`src/rtl/magnitude_compare_tracker_if.sv`:
```
// Handshake and statistics bundle between the upstream comparator, the tracker
// and its consumer.
interface magnitude_compare_tracker_if #(
  parameter int WIDTH = 32,
  parameter int CNT_W = 16
);
  logic             in_valid;
  logic             in_ready;
  logic [WIDTH-1:0] in_data;
  logic             out_valid;
  logic             out_ready;
  logic             out_first;
  logic             out_L;
  logic             out_E;
  logic             out_G;
  logic [WIDTH-1:0] max_val;
  logic [WIDTH-1:0] min_val;
  logic [CNT_W-1:0] cnt_L;
  logic [CNT_W-1:0] cnt_E;
  logic [CNT_W-1:0] cnt_G;

  modport master (
    output in_valid, in_data, out_ready,
    input  in_ready, out_valid, out_first, out_L, out_E, out_G,
           max_val, min_val, cnt_L, cnt_E, cnt_G
  );

  modport slave (
    input  in_valid, in_data, out_ready,
    output in_ready, out_valid, out_first, out_L, out_E, out_G,
           max_val, min_val, cnt_L, cnt_E, cnt_G
  );
endinterface

```
`src/rtl/magnitude_compare_tracker.sv`:
```
// Registers the unsigned compare of each accepted sample against the previous
// one, with backpressure, running max/min and saturating outcome counters.
module magnitude_compare_tracker #(
  parameter int WIDTH = 32,
  parameter int CNT_W = 16
) (
  input  logic clk,
  input  logic rst,
  input  logic clr,
  magnitude_compare_tracker_if.slave bus
);
  typedef enum logic {EMPTY, TRACK} state_t;

  state_t           state_q, state_d;
  logic [WIDTH-1:0] prev_q, prev_d, max_q, max_d, min_q, min_d;
  logic [CNT_W-1:0] cnt_l_q, cnt_l_d, cnt_e_q, cnt_e_d, cnt_g_q, cnt_g_d;
  logic             out_valid_q, out_valid_d, first_q, first_d;
  logic             l_q, l_d, e_q, e_d, g_q, g_d;
  logic             in_ready, accept, xfer;

  assign in_ready = !clr && (!out_valid_q || bus.out_ready);
  assign accept   = bus.in_valid && in_ready;
  assign xfer     = out_valid_q && bus.out_ready;

  always_comb begin
    state_d     = state_q;
    prev_d      = prev_q;
    max_d       = max_q;
    min_d       = min_q;
    cnt_l_d     = cnt_l_q;
    cnt_e_d     = cnt_e_q;
    cnt_g_d     = cnt_g_q;
    out_valid_d = out_valid_q;
    first_d     = first_q;
    l_d         = l_q;
    e_d         = e_q;
    g_d         = g_q;
    if (clr) begin
      state_d     = EMPTY;
      prev_d      = '0;
      max_d       = '0;
      min_d       = '0;
      cnt_l_d     = '0;
      cnt_e_d     = '0;
      cnt_g_d     = '0;
      out_valid_d = 1'b0;
      first_d     = 1'b0;
      l_d         = 1'b0;
      e_d         = 1'b0;
      g_d         = 1'b0;
    end else if (accept) begin
      out_valid_d = 1'b1;
      prev_d      = bus.in_data;
      state_d     = TRACK;
      if (state_q == EMPTY) begin
        first_d = 1'b1;
        l_d     = 1'b0;
        e_d     = 1'b0;
        g_d     = 1'b0;
        max_d   = bus.in_data;
        min_d   = bus.in_data;
      end else begin
        first_d = 1'b0;
        l_d     = bus.in_data <  prev_q;
        e_d     = bus.in_data == prev_q;
        g_d     = bus.in_data >  prev_q;
        // Counters stick at all-ones rather than wrapping.
        if (l_d && cnt_l_q != '1) cnt_l_d = cnt_l_q + CNT_W'(1);
        if (e_d && cnt_e_q != '1) cnt_e_d = cnt_e_q + CNT_W'(1);
        if (g_d && cnt_g_q != '1) cnt_g_d = cnt_g_q + CNT_W'(1);
        if (bus.in_data > max_q) max_d = bus.in_data;
        if (bus.in_data < min_q) min_d = bus.in_data;
      end
    end else if (xfer) begin
      out_valid_d = 1'b0;
    end
  end

  always_ff @(posedge clk or posedge rst) begin
    if (rst) begin
      state_q     <= EMPTY;
      prev_q      <= '0;
      max_q       <= '0;
      min_q       <= '0;
      cnt_l_q     <= '0;
      cnt_e_q     <= '0;
      cnt_g_q     <= '0;
      out_valid_q <= 1'b0;
      first_q     <= 1'b0;
      l_q         <= 1'b0;
      e_q         <= 1'b0;
      g_q         <= 1'b0;
    end else begin
      state_q     <= state_d;
      prev_q      <= prev_d;
      max_q       <= max_d;
      min_q       <= min_d;
      cnt_l_q     <= cnt_l_d;
      cnt_e_q     <= cnt_e_d;
      cnt_g_q     <= cnt_g_d;
      out_valid_q <= out_valid_d;
      first_q     <= first_d;
      l_q         <= l_d;
      e_q         <= e_d;
      g_q         <= g_d;
    end
  end

  assign bus.in_ready  = in_ready;
  assign bus.out_valid = out_valid_q;
  assign bus.out_first = first_q;
  assign bus.out_L     = l_q;
  assign bus.out_E     = e_q;
  assign bus.out_G     = g_q;
  assign bus.max_val   = max_q;
  assign bus.min_val   = min_q;
  assign bus.cnt_L     = cnt_l_q;
  assign bus.cnt_E     = cnt_e_q;
  assign bus.cnt_G     = cnt_g_q;
endmodule
```
`src/flat_wrapper.sv`:
```
// flat-port wrapper written by rule: the top's interface ports become plain ports
module magnitude_compare_tracker_flat 
#(
  parameter int WIDTH = 32,
  parameter int CNT_W = 16
)
  (clk, rst, clr, bus_in_valid, bus_in_data, bus_out_ready, bus_in_ready, bus_out_valid, bus_out_first, bus_out_L, bus_out_E, bus_out_G, bus_max_val, bus_min_val, bus_cnt_L, bus_cnt_E, bus_cnt_G);
  magnitude_compare_tracker_if #(.WIDTH(WIDTH), .CNT_W(CNT_W)) bus_i ();
  input  logic clk;
  input  logic rst;
  input  logic clr;
  input wire logic [$bits(bus_i.in_valid)-1:0] bus_in_valid;
  input wire logic [$bits(bus_i.in_data)-1:0] bus_in_data;
  input wire logic [$bits(bus_i.out_ready)-1:0] bus_out_ready;
  output wire logic [$bits(bus_i.in_ready)-1:0] bus_in_ready;
  output wire logic [$bits(bus_i.out_valid)-1:0] bus_out_valid;
  output wire logic [$bits(bus_i.out_first)-1:0] bus_out_first;
  output wire logic [$bits(bus_i.out_L)-1:0] bus_out_L;
  output wire logic [$bits(bus_i.out_E)-1:0] bus_out_E;
  output wire logic [$bits(bus_i.out_G)-1:0] bus_out_G;
  output wire logic [$bits(bus_i.max_val)-1:0] bus_max_val;
  output wire logic [$bits(bus_i.min_val)-1:0] bus_min_val;
  output wire logic [$bits(bus_i.cnt_L)-1:0] bus_cnt_L;
  output wire logic [$bits(bus_i.cnt_E)-1:0] bus_cnt_E;
  output wire logic [$bits(bus_i.cnt_G)-1:0] bus_cnt_G;
  assign bus_i.in_valid = bus_in_valid;
  assign bus_i.in_data = bus_in_data;
  assign bus_i.out_ready = bus_out_ready;
  assign bus_in_ready = bus_i.in_ready;
  assign bus_out_valid = bus_i.out_valid;
  assign bus_out_first = bus_i.out_first;
  assign bus_out_L = bus_i.out_L;
  assign bus_out_E = bus_i.out_E;
  assign bus_out_G = bus_i.out_G;
  assign bus_max_val = bus_i.max_val;
  assign bus_min_val = bus_i.min_val;
  assign bus_cnt_L = bus_i.cnt_L;
  assign bus_cnt_E = bus_i.cnt_E;
  assign bus_cnt_G = bus_i.cnt_G;
  magnitude_compare_tracker #(.WIDTH(WIDTH), .CNT_W(CNT_W)) u_core (.clk(clk), .rst(rst), .clr(clr), .bus(bus_i));
endmodule
```
`config.mk`:
```
export PLATFORM = sky130hd
export DESIGN_NAME = magnitude_compare_tracker_flat
export DESIGN_NICKNAME = d
export VERILOG_FILES = /design/src/rtl/magnitude_compare_tracker_if.sv /design/src/rtl/magnitude_compare_tracker.sv /design/src/flat_wrapper.sv
export SDC_FILE = /design/constraint.sdc
export NUM_CORES = 1
export LEC_CHECK = 0
export CORE_UTILIZATION = 30
export CTS_BUF_LIST = sky130_fd_sc_hd__clkbuf_4 sky130_fd_sc_hd__clkbuf_8
export CTS_CLUSTER_DIAMETER = 60
export DETAILED_ROUTE_END_ITERATION = 16
export GPL_ROUTABILITY_DRIVEN = 0
export PLACE_DENSITY_LB_ADDON = 0.25
export SLEW_MARGIN = 10
export SYNTH_ARGS = -nofsm -noshare
export SYNTH_HDL_FRONTEND = slang
export SYNTH_SLANG_ARGS = --single-unit
```
`constraint.sdc`:
```
create_clock -name clk -period 8.4 [get_ports clk]
set_input_delay 2.52 -clock clk [delete_from_list [all_inputs] [get_ports clk]]
set_output_delay 2.52 -clock clk [all_outputs]
set_load 0.03 [all_outputs]
```
==> results of run 1 <==
[cells in the final DEF (no fill, tap or decap), types with 7 or more instances in the layout]
cell type and count:
dfrtp_1 150, nor3_1 9, o31ai_1 41, or4_1 10
xnor2_1 10, ha_1 98, nand2b_1 7, a21o_1 7
nand2_1 78, a21oi_1 65, nand4_1 33, nor2b_1 7
or3_1 17, a22o_1 65, clkbuf_8 18, o21ai_0 34
nand3_1 20, buf_4 8, nor4_1 8, inv_1 106
clkdlybuf4s50_1 153, nor2_1 37
[where the power goes]
part           switching (mW)  total (mW)  internal, mW
combinational           0.243       0.401         0.159
sequential             0.0312       0.793         0.761
clock                   0.330       0.618         0.288
[cells in the mapped netlist, types with 3 or more instances]
cell	n	share of area [%]
dfrtp_1	150	43
inv_1	107	4.6
ha_1	98	14
nand2_1	78	3.3
a21oi_1	65	3.7
a22o_1	65	6.5
o31ai_1	41	3.5
nor2_1	37	1.6
o21ai_0	34	1.9
nand4_1	33	2.4
clkbuf_1	29	1.2
nand3_1	20	1.1
or3_1	17	1.2
or4_1	10	0.86
xnor2_1	10	1.0
nor3_1	9	0.51
nor4_1	8	0.57
a21o_1	7	0.60
nand2b_1	7	0.50
nor2b_1	7	0.50
and3_1	6	0.43
and4_1	6	0.60
buf_1	6	0.26
a211oi_1	4	0.34
and2_1	4	0.29
nand3b_1	4	0.34
o41ai_1	4	0.40
or4b_1	4	0.46
a31o_2	3	0.30
o2111ai_1	3	0.30
o21a_1	3	0.26
[cell families (layout without fill, tap and decap cells)]
logic type / after synthesis / in the layout
xor+xnor: 11 / 11
flops: 150 / 150
mux: 4 / 4
simple gates: 260 / 260
fa+ha+maj: 98 / 98
buf+inv: 146 / 301
compound gates: 244 / 244
[state kept, by name, indices dropped and copies added, names as in the netlist, 16 cells and up]
name and flops:
u_core.bus.cnt_E 16, u_core.bus.cnt_G 16, u_core.bus.cnt_L 16, u_core.bus.max_val 32
u_core.bus.min_val 32, u_core.prev_q 32
[metal layers]
layer | routed length (µm) | vias to the layer above
met3 | 1320 | 16
met5 | 0 | -
met2 | 11300 | 165
li1 | - | 3613
met1 | 11700 | 3540
met4 | 329 | 0
[metrics by stage]
| step | std cells | total power [mW] | setup WS, ns | util [%] |
|---|---|---|---|---|
| floorplan | 913 | 1.05 | 1.84 | - |
| global placement | 1420 | 1.21 | 2.00 | 37.2 |
| detailed placement | 1420 | 1.21 | 1.98 | 37.2 |
| CTS | 1452 | 1.84 | 1.97 | 38.7 |
| global route | 1452 | 1.92 | 1.88 | 38.7 |
| finish | 1452 | 1.81 | 1.97 | 38.7 |
[how the worst min path moves through the flow]
stage	cells past startpoint	slack [ns]	endpoint	start
finish	2	0.48	u_core.bus.out_E	u_core.bus.out_E
global route	1	0.52	u_core.bus.out_L	u_core.bus.out_L
CTS	2	0.49	u_core.bus.out_E	u_core.bus.out_E
detailed placement	2	0.47	u_core.bus.out_E	u_core.bus.out_E
global placement	2	0.46	u_core.bus.out_E	u_core.bus.out_E
floorplan	1	0.45	u_core.bus.out_first	u_core.state_q
[critical path: cells and delay by family]
| family | cells | cell delay [ns] |
|---|---|---|
| buffers and inverters | 2 | 1.16 |
| AND/OR/NAND/NOR | 2 | 0.23 |
[cell type report]
class	instances	share of cell area, %
clock buffer	18	2.23
clock inverter	14	1.61
inverter	107	3.65
multi-input combinational	617	40.1
sequential	150	33.7
tap	384	4.32
timing repair buffer	162	14.3
==> results.md, run 1 <==
| Parameter | This run |
|:---|:---|
| Path type of the worst setup path | input port to primary output |
| Most common cell on crit path | clkdlybuf4s50_1 |
| Capture point of the worst path | bus_in_ready |
| Chip height | 173 µm |
| Required time at the endpoint of the critical path | 5.88 ns |
| Post-synthesis mux area share | 0.485% |
| Fill count | 2,893 |
| Synthesized netlist net count | 1,048 |
| Total number of clock tree sinks | 150 |
| Buffers added on ports | 154 |
| Total setup buffers inserted after CTS | 0 |
| Via count of the first global-routing pass | 7,371 |
| Overall die width | 173 µm |
| Number of cells upsized or downsized after cts | 0 |
| Starting utilization of the core area | 30.5% |
| Total wire length | 24,600 µm |
| Fin Clk Skew | 0.0191 ns |
| Dominant combinational cell family by area after synthesis | compound AO/OA/AOI/OAI gates |
| H-tree depth | 4 |
| Fraction of synthesized cell area in xor and xnor cells | 1.10% |
| Most used flip-flop cell after synthesis | dfrtp_1 |
| Worst hold margin | 0.483 ns |
| Async SR Flop Fraction | 100% |
| Relative slew slack | 29.5% |
| Power Density | 163 mW/mm² |
| Outcome | finished, final reports clean |
| Area growth syn-to-layout | 26.8% |
| Core box area | 0.0288 mm² |
| DIE AREA | 0.0299 mm² |
| Worst-path fanout max | 3 |
| Area occupied by multi-input gates | 0.00447 mm² |
| Peak supply drop | 94.1 µV |
| Path category of the worst min-delay check | flop to flop |
| Warning count from the yosys run | 0 |
| Met2 Usage GRT | 27.3% |
| Slew at the pin with the worst max-slew slack | 1.06 ns |
| DPL Wire Length | 17,500 µm |
| Total via count in the routed design | 7,334 |
| Number of buffers inserted during clock tree synthesis | 17 |
| DRC violation count after routing | 0 |
| Category of the worst setup path capture point | primary output |
| Area used by sequential logic in the layout | 0.00375 mm² |
| Grt peak-use layer | met2 |
| Maximum clock rate | 156 MHz |
| First-pass GRT wire length | 40,400 µm |
| Maximum number of pins on one net before global-route repair | 95 |
| TritonCTS clock tree | built |
| Antenna Nets Post-Route | 0 |
| IO Pins | 155 |
| GR Layer Usage met1 | 22.9% |
| Met3 track demand over resource in global routing | 3.96% |
| Hold buffer count at CTS | 0 |
| Total iterations of the first detailed-routing run | 5 |
| Simple-Gate Fraction of Synth Area | 15.9% |
| Unique cell type count in the Yosys netlist | 58 |
| Number of buffers on the longest clock path | 2 |
| Total negative slack for setup checks | 0 ns |
| Post-synthesis register bit count | 150 |
| Netlist Area Pre-Place | 0.00878 mm² |
| Lkg Pwr | 4.68 nW |
| Maximum capacitance violations | 0 |
| Detailed router's first-iteration violation count | 419 |
| Minimum clock period after layout | 6.43 ns |
| Ratio of routed vias to standard cells | 5.05 |
| Final count of hold timing violations | 0 |
| Cells traversed along the worst timing path | clkdlybuf4s50_1, nor2b_1, nor2_1, clkdlybuf4s50_1 |
| RSZ-0062 raised after global routing | false |
| Standard-cell row count | 62 |
| Total routing resource utilization after global routing | 17.1% |
| Launching element of the worst setup path | bus_out_ready |
| Post-place instance area | 0.0107 mm² |
| Final setup violation count | 0 |
| R2r startpoint | u_core.bus.max_val[11] |
| CP arrival | 3.91 ns |
| Root Buffer Master | clkbuf_8 |
| Synthesized instance count | 913 |
| Adder-Cell Fraction of Synth Area | 14.0% |
| Delay of the slowest cell on the worst path | 0.71 ns |
| Design Area, Final | 0.0111 mm² |
| Endpoint of the most critical register-to-register path | u_core.bus.max_val[1] |
| Worst-path clk slew | 0.08 ns |
| Post-layout nets | 1,190 |
| Layout cell share with drive strength beyond 1 | 5.81% |
| Worst-case register-to-register setup slack | 5.13 ns |
| Diodes inserted | 0 |
| Initial antenna violation count | 0 |
| Depth of the most critical reg-to-reg path | 10 |
| Period Utilization, post-route | 76.5% |
| Avg Inst Size Synth | 9.61 µm² |
| Fraction of the yosys area taken by sequential cells | 42.8% |
| Max-slew violation total from the final report | 0 |
| Nature of the critical path startpoint | input port |
| Critical Path Slowest Stage Cell | clkdlybuf4s50_1 |
| Clk_lat worst skew | 0.46 ns |
| Share of the synthesized area in compound gates (AO/OA/AOI/OAI) | 19.3% |
| Wire length per cell | 16.9 µm |
| Global-route congestion overflow total | 0 |
| Number of synthesized flops with an enable pin | 0 |
(Power assumes the default switching activity.)
==> inputs of run 2 (changes only) <==
Clock period 8.4 ns to 5.5 ns, I/O delays scaled along.
==> run 2 against run 1 <==
Compared with the run above:
- final cell count increased by 0.41%
- clock skew rose by 0.0066 ns
- combinational power is 55% higher
- worst setup slack worse by 1.3 ns
- die area is the same
- sequential share of layout area shrank 0.21 points
- sequential cell count unchanged
- core utilization increased by 0.24 points
- sequential power is 53% higher
- count of clock-buffer cells in the layout shrank 1
- first-iteration DRC count decreased by 7.2%
- critical endpoint unchanged
- largest cell class unchanged
- highest routed layer unchanged
==> results.md, run 2 (same netlist as run 1, synthesis figures left out) <==
| Parameter | This run |
|:---|:---|
| Outcome | finished, final reports clean |
| Delay of the slowest cell on the worst path | 0.73 ns |
| Cells traversed along the worst timing path | clkdlybuf4s50_1, nor2b_1, nor2_1, clkdlybuf4s50_1 |
| H-tree depth | 4 |
| Slew at the pin with the worst max-slew slack | 0.937 ns |
| Buffers added on ports | 154 |
| Worst-path clk slew | 0.09 ns |
| Layout cell share with drive strength beyond 1 | 6.33% |
| DPL Wire Length | 17,800 µm |
| Ratio of routed vias to standard cells | 5.07 |
| Antenna Nets Post-Route | 0 |
| Part of the total power dissipated in sequential elements | 43.9% |
| Max-slew violation total from the final report | 0 |
| Design Area, Final | 0.0112 mm² |
| Final count of hold timing violations | 0 |
| DIE AREA | 0.0299 mm² |
| Worst setup slack before clock tree synthesis | 0.556 ns |
| Number of cells upsized or downsized after cts | 0 |
| Lkg Pwr | 4.71 nW |
| Total iterations of the first detailed-routing run | 5 |
| Root Buffer Master | clkbuf_8 |
| Number of buffers on the longest clock path | 2 |
| Nature of the critical path startpoint | input port |
| TritonCTS clock tree | built |
| Post-layout nets | 1,196 |
| IO Pins | 155 |
| Path category of the worst min-delay check | flop to flop |
| Commonest cells after routing, fill and taps aside | clkdlybuf4s50_1, dfrtp_1, inv_1 |
| Area growth syn-to-layout | 27.6% |
| Total via count in the routed design | 7,392 |
| Relative slew slack | 37.4% |
| Initial antenna violation count | 0 |
| Via count of the first global-routing pass | 7,256 |
| Worst-path fanout max | 3 |
| Net switching fraction of the power | 33.4% |
| Net switching power of the design | 0.923 mW |
| Required time at the endpoint of the critical path | 3.85 ns |
| Maximum number of pins on one net before global-route repair | 70 |
| Setup slack of the critical path after layout | 0.683 ns |
| Total routing resource utilization after global routing | 17.1% |
| Category of cells accounting for the largest share of critical-path delay | buffers and inverters |
| Diodes inserted | 0 |
| Critical Path Slowest Stage Cell | clkdlybuf4s50_1 |
| Total negative slack for setup checks | 0 ns |
| Period Utilization, post-route | 87.6% |
| Starting utilization of the core area | 30.5% |
| Clk_lat worst skew | 0.47 ns |
| CP arrival | 3.17 ns |
| Placed cell count | 1,426 |
| Category of the worst setup path capture point | primary output |
| Most common cell on crit path | clkdlybuf4s50_1 |
| Cell-internal power | 1.84 mW |
| Maximum clock rate | 208 MHz |
| Power Density | 246 mW/mm² |
| Wire length per cell | 16.9 µm |
| Total number of clock tree sinks | 150 |
| RSZ-0062 raised after global routing | false |
| First-pass GRT wire length | 40,600 µm |
| Most common cell after layout, fill and taps aside | clkdlybuf4s50_1 |
| Standard-cell row count | 62 |
| Worst path buffer plus inverter count | 2 |
| Number of buffers inserted during clock tree synthesis | 17 |
| Non-Filler Instances | 1,458 |
| Combinational share of power | 22.6% |
| Detailed router's first-iteration violation count | 389 |
| Chip height | 173 µm |
| Clock network fraction of design power | 33.6% |
| Maximum capacitance violations | 0 |
| Hold buffer count at CTS | 0 |
| Minimum clock period after layout | 4.82 ns |
| Core box area | 0.0288 mm² |
| Path type of the worst setup path | input port to primary output |
| Total setup buffers inserted after CTS | 0 |
| DRC violation count after routing | 0 |
| Post-place instance area | 0.0108 mm² |
| Global-route congestion overflow total | 0 |
| Peak supply drop | 127 µV |
| Total wire length | 24,600 µm |
| Fill count | 2,843 |
| Fin Clk Skew | 0.0256 ns |
| Final setup violation count | 0 |
| Overall die width | 173 µm |
## run 2: layer usage
layer	vias to the layer above	global-route usage, %	routed length, µm
met5	-	0	0
met1	3586	24.4	12300
li1	3622	-	-
met4	0	4.68	357
met2	161	26.6	11100
met3	23	3.14	948
## run 2: area by class of cell
type,instances,area (µm²),share of cell area [%]
multi-input cells,617,4470,39.9
flip-flops and latches,150,3750,33.5
repair buffers,168,1680,15.0
well taps,384,480,4.29
inverters,107,405,3.62
clock buffers,17,234,2.09
clock inverters,15,181,1.62
## run 2: worst paths after layout
path / slack, ns / end / from / cells past startpoint
setup / recovery: 0.68 / bus_in_ready / bus_out_ready / 4
hold / removal: 0.51 / u_core.bus.out_first / u_core.state_q / 1
setup reg to reg: 2.58 / u_core.bus.cnt_E[6] / u_core.prev_q[31] / 8
hold reg to reg: 0.51 / u_core.bus.out_first / u_core.state_q / 1
max in group asynchronous: 2.88 / u_core.prev_q[30] / rst / 3
min in group asynchronous: 1.76 / u_core.bus.max_val[5] / rst / 2
## run 2: power by group through the flow
| stage | Combinational, mW | Sequential, mW | Clock, mW |
|---|---|---|---|
| global placement | 0.621 | 1.23 | 0 |
| CTS | 0.630 | 1.21 | 0.956 |
| floorplan | 0.299 | 1.31 | 0 |
| finish | 0.622 | 1.21 | 0.926 |
| global route | 0.691 | 1.22 | 1.00 |
| detailed placement | 0.628 | 1.23 | 0 |
## run 2: stage by stage
stage	hold WS, ns	util (%)	total power [mW]
global placement	0.493	37.5	1.85
detailed placement	0.490	37.5	1.86
finish	0.510	38.9	2.76
global route	0.523	38.9	2.91
CTS	0.508	38.9	2.80
floorplan	0.453	-	1.61
==> inputs of run 3 (changes only) <==
Settings changed: SETUP_SLACK_MARGIN set to 0.02.
==> results of run 3 <==
Same layout as run 2: the final DEF is identical, and so are final timing and power.
==> RTL edit, RTL diff (flow settings as in run 1) <==
`WIDTH` is set to 32 in 3 places; all go to 64.
--- a/src/rtl/magnitude_compare_tracker_if.sv
+++ b/src/rtl/magnitude_compare_tracker_if.sv
@@ -1,7 +1,7 @@
 // Handshake and statistics bundle between the upstream comparator, the tracker
 // and its consumer.
 interface magnitude_compare_tracker_if #(
-  parameter int WIDTH = 32,
+  parameter int WIDTH = 64,
   parameter int CNT_W = 16
 );
   logic             in_valid;
--- a/src/rtl/magnitude_compare_tracker.sv
+++ b/src/rtl/magnitude_compare_tracker.sv
@@ -1,7 +1,7 @@
 // Registers the unsigned compare of each accepted sample against the previous
 // one, with backpressure, running max/min and saturating outcome counters.
 module magnitude_compare_tracker #(
-  parameter int WIDTH = 32,
+  parameter int WIDTH = 64,
   parameter int CNT_W = 16
 ) (
   input  logic clk,
--- a/src/flat_wrapper.sv
+++ b/src/flat_wrapper.sv
@@ -1,7 +1,7 @@
 // flat-port wrapper written by rule: the top's interface ports become plain ports
 module magnitude_compare_tracker_flat 
 #(
-  parameter int WIDTH = 32,
+  parameter int WIDTH = 64,
   parameter int CNT_W = 16
 )
   (clk, rst, clr, bus_in_valid, bus_in_data, bus_out_ready, bus_in_ready, bus_out_valid, bus_out_first, bus_out_L, bus_out_E, bus_out_G, bus_max_val, bus_min_val, bus_cnt_L, bus_cnt_E, bus_cnt_G);
Interface: changed (resized bus_in_data, bus_max_val and bus_min_val); port bits go from 155 to 251. No check against the original RTL was run, so the function may have changed too.
==> RTL edit against run 1 <==
  * Routed wire length grew 78%
  * Sequential cell count grew 96
  * Register-to-register slack lost 1.3 ns
  * Critical path depth grew 7
  * Power grew 86%
  * Final area grew 67%
  * Setup slack lost 0.19 ns
  * Synthesized area grew 65%
  * Combinational power grew 84%
  * Critical endpoint is now u_core.bus.min_val[16]
==> RTL edit: results (changes against run 1) <==
fraction of power consumed by sequential logic=38.9% (-4.8 points); Port Buffer Count=250 (+62%); TritonCTS Buffers=50 (+33); clk slew on worst S/H paths=0.06 ns (-0.02 ns); IR drop worst, VDD=79.4 uV (-16%); Routed WL=43800 um (+78%); clock network latency to the later pin of the worst-skew pair=0.64 ns (+0.18 ns); Initial DRC Count=705 (+68%); Clk. pwr=0.00133 W (+120%); end point of the critical path=u_core.bus.min_val[16]; Critical R2R Launch=u_core.bus.min_val[61]; buffer depth of the longest clock path=3 (+1); run status=completed; synth top area cells=dfrtp_1 (43%), ha_1 (17%), a22o_1 (7.8%); first-pass iteration count of the detailed router=4 (-1); Worst Path Max Fanout=37 (+34); Worst path slowest cell=nor2_4; Min-Delay Endpoint=u_core.bus.out_L; post-detailed-route via-to-cell ratio=5.12 (+1.4%); most frequent cells after synthesis=dfrtp_1 (246), inv_1 (200), ha_1 (194), a22o_1 (128), nand2_1 (124); fraction of the yosys area taken by sequential cells=42.6% (-0.16 points); Fin Clk Skew=0.0378 ns (+0.0187 ns); post-place instance area=17600 um2 (+64%); Final HPWL DP=31100 um (+78%); average wire per cell in the routed design=18.5 um (+8.9%); P_leak=8.07 nW (+73%); largest incremental delay on the critical path=0.86 ns (+0.15 ns); Max transition margin=23.4% (-6.1 points); number of distinct library cells after synthesis=59 (+1.7%); reg-to-reg slack, setup=3.83 ns (-1.30 ns); share of final-layout standard cells stronger than drive strength 1=6.65% (+0.85 points); Placed Cells=2285 (+61%)
[RTL edit: cell count changes in the layout (fill, tap and decap cells not counted), sizes merged, moves of 63 or more]
cell	run 1	this run
clkdlybuf4s50	153	249
dfrtp	150	246
ha	98	194
inv	116	201
clkbuf	18	83
a22o	65	128
[RTL edit: through the flow]
| stage | hold WS, ns | total power (W) | worst slack [ns] | utilization, % |
|---|---|---|---|---|
| floorplan | 0.507 | 0.00178 | 2.65 | - |
| global placement | 0.466 | 0.00207 | 1.06 | 36.9 |
| detailed placement | 0.469 | 0.00208 | 1.02 | 36.9 |
| CTS | 0.483 | 0.00344 | 1.70 | 39.1 |
| global route | 0.513 | 0.00357 | 1.61 | 39.1 |
| finish | 0.478 | 0.00338 | 1.79 | 39.1 |
[RTL edit: worst max-delay path: cells and delay by family]
kind	cells	cell delay [ns]
AOI/OAI and AO/OA	4	0.92
adders and majority gates	1	0.37
buffers and inverters	2	1.03
and+or+nand+nor	4	2.30
[RTL edit: cell type report]
| class | count | area share [%] |
|---|---|---|
| clock buffer | 83 | 5.49 |
| clock inverter | 6 | 0.201 |
| inverter | 201 | 4.07 |
| multi-input combinational | 963 | 39.2 |
| sequential | 246 | 33.0 |
| tap | 615 | 4.13 |
| timing repair buffer | 260 | 13.9 |
[RTL edit: cell families after synthesis]
kind of cell | after synthesis | synth area share, %
mux | 4 | 0.286
compound gates | 403 | 20.1
simple gates | 345 | 12.1
buf+inv | 263 | 7.06
fa+ha+maj | 194 | 16.8
xor+xnor | 17 | 1.03
flops | 246 | 42.6
[RTL edit: routing by layer]
metal | vias up | global-route usage (%) | wire (um)
met2 | 237 | 28.6 | 20000
met4 | 10 | 4.86 | 915
met1 | 5967 | 23.0 | 19800
met5 | - | 0 | 60
li1 | 5873 | - | -
met3 | 69 | 5.94 | 2980
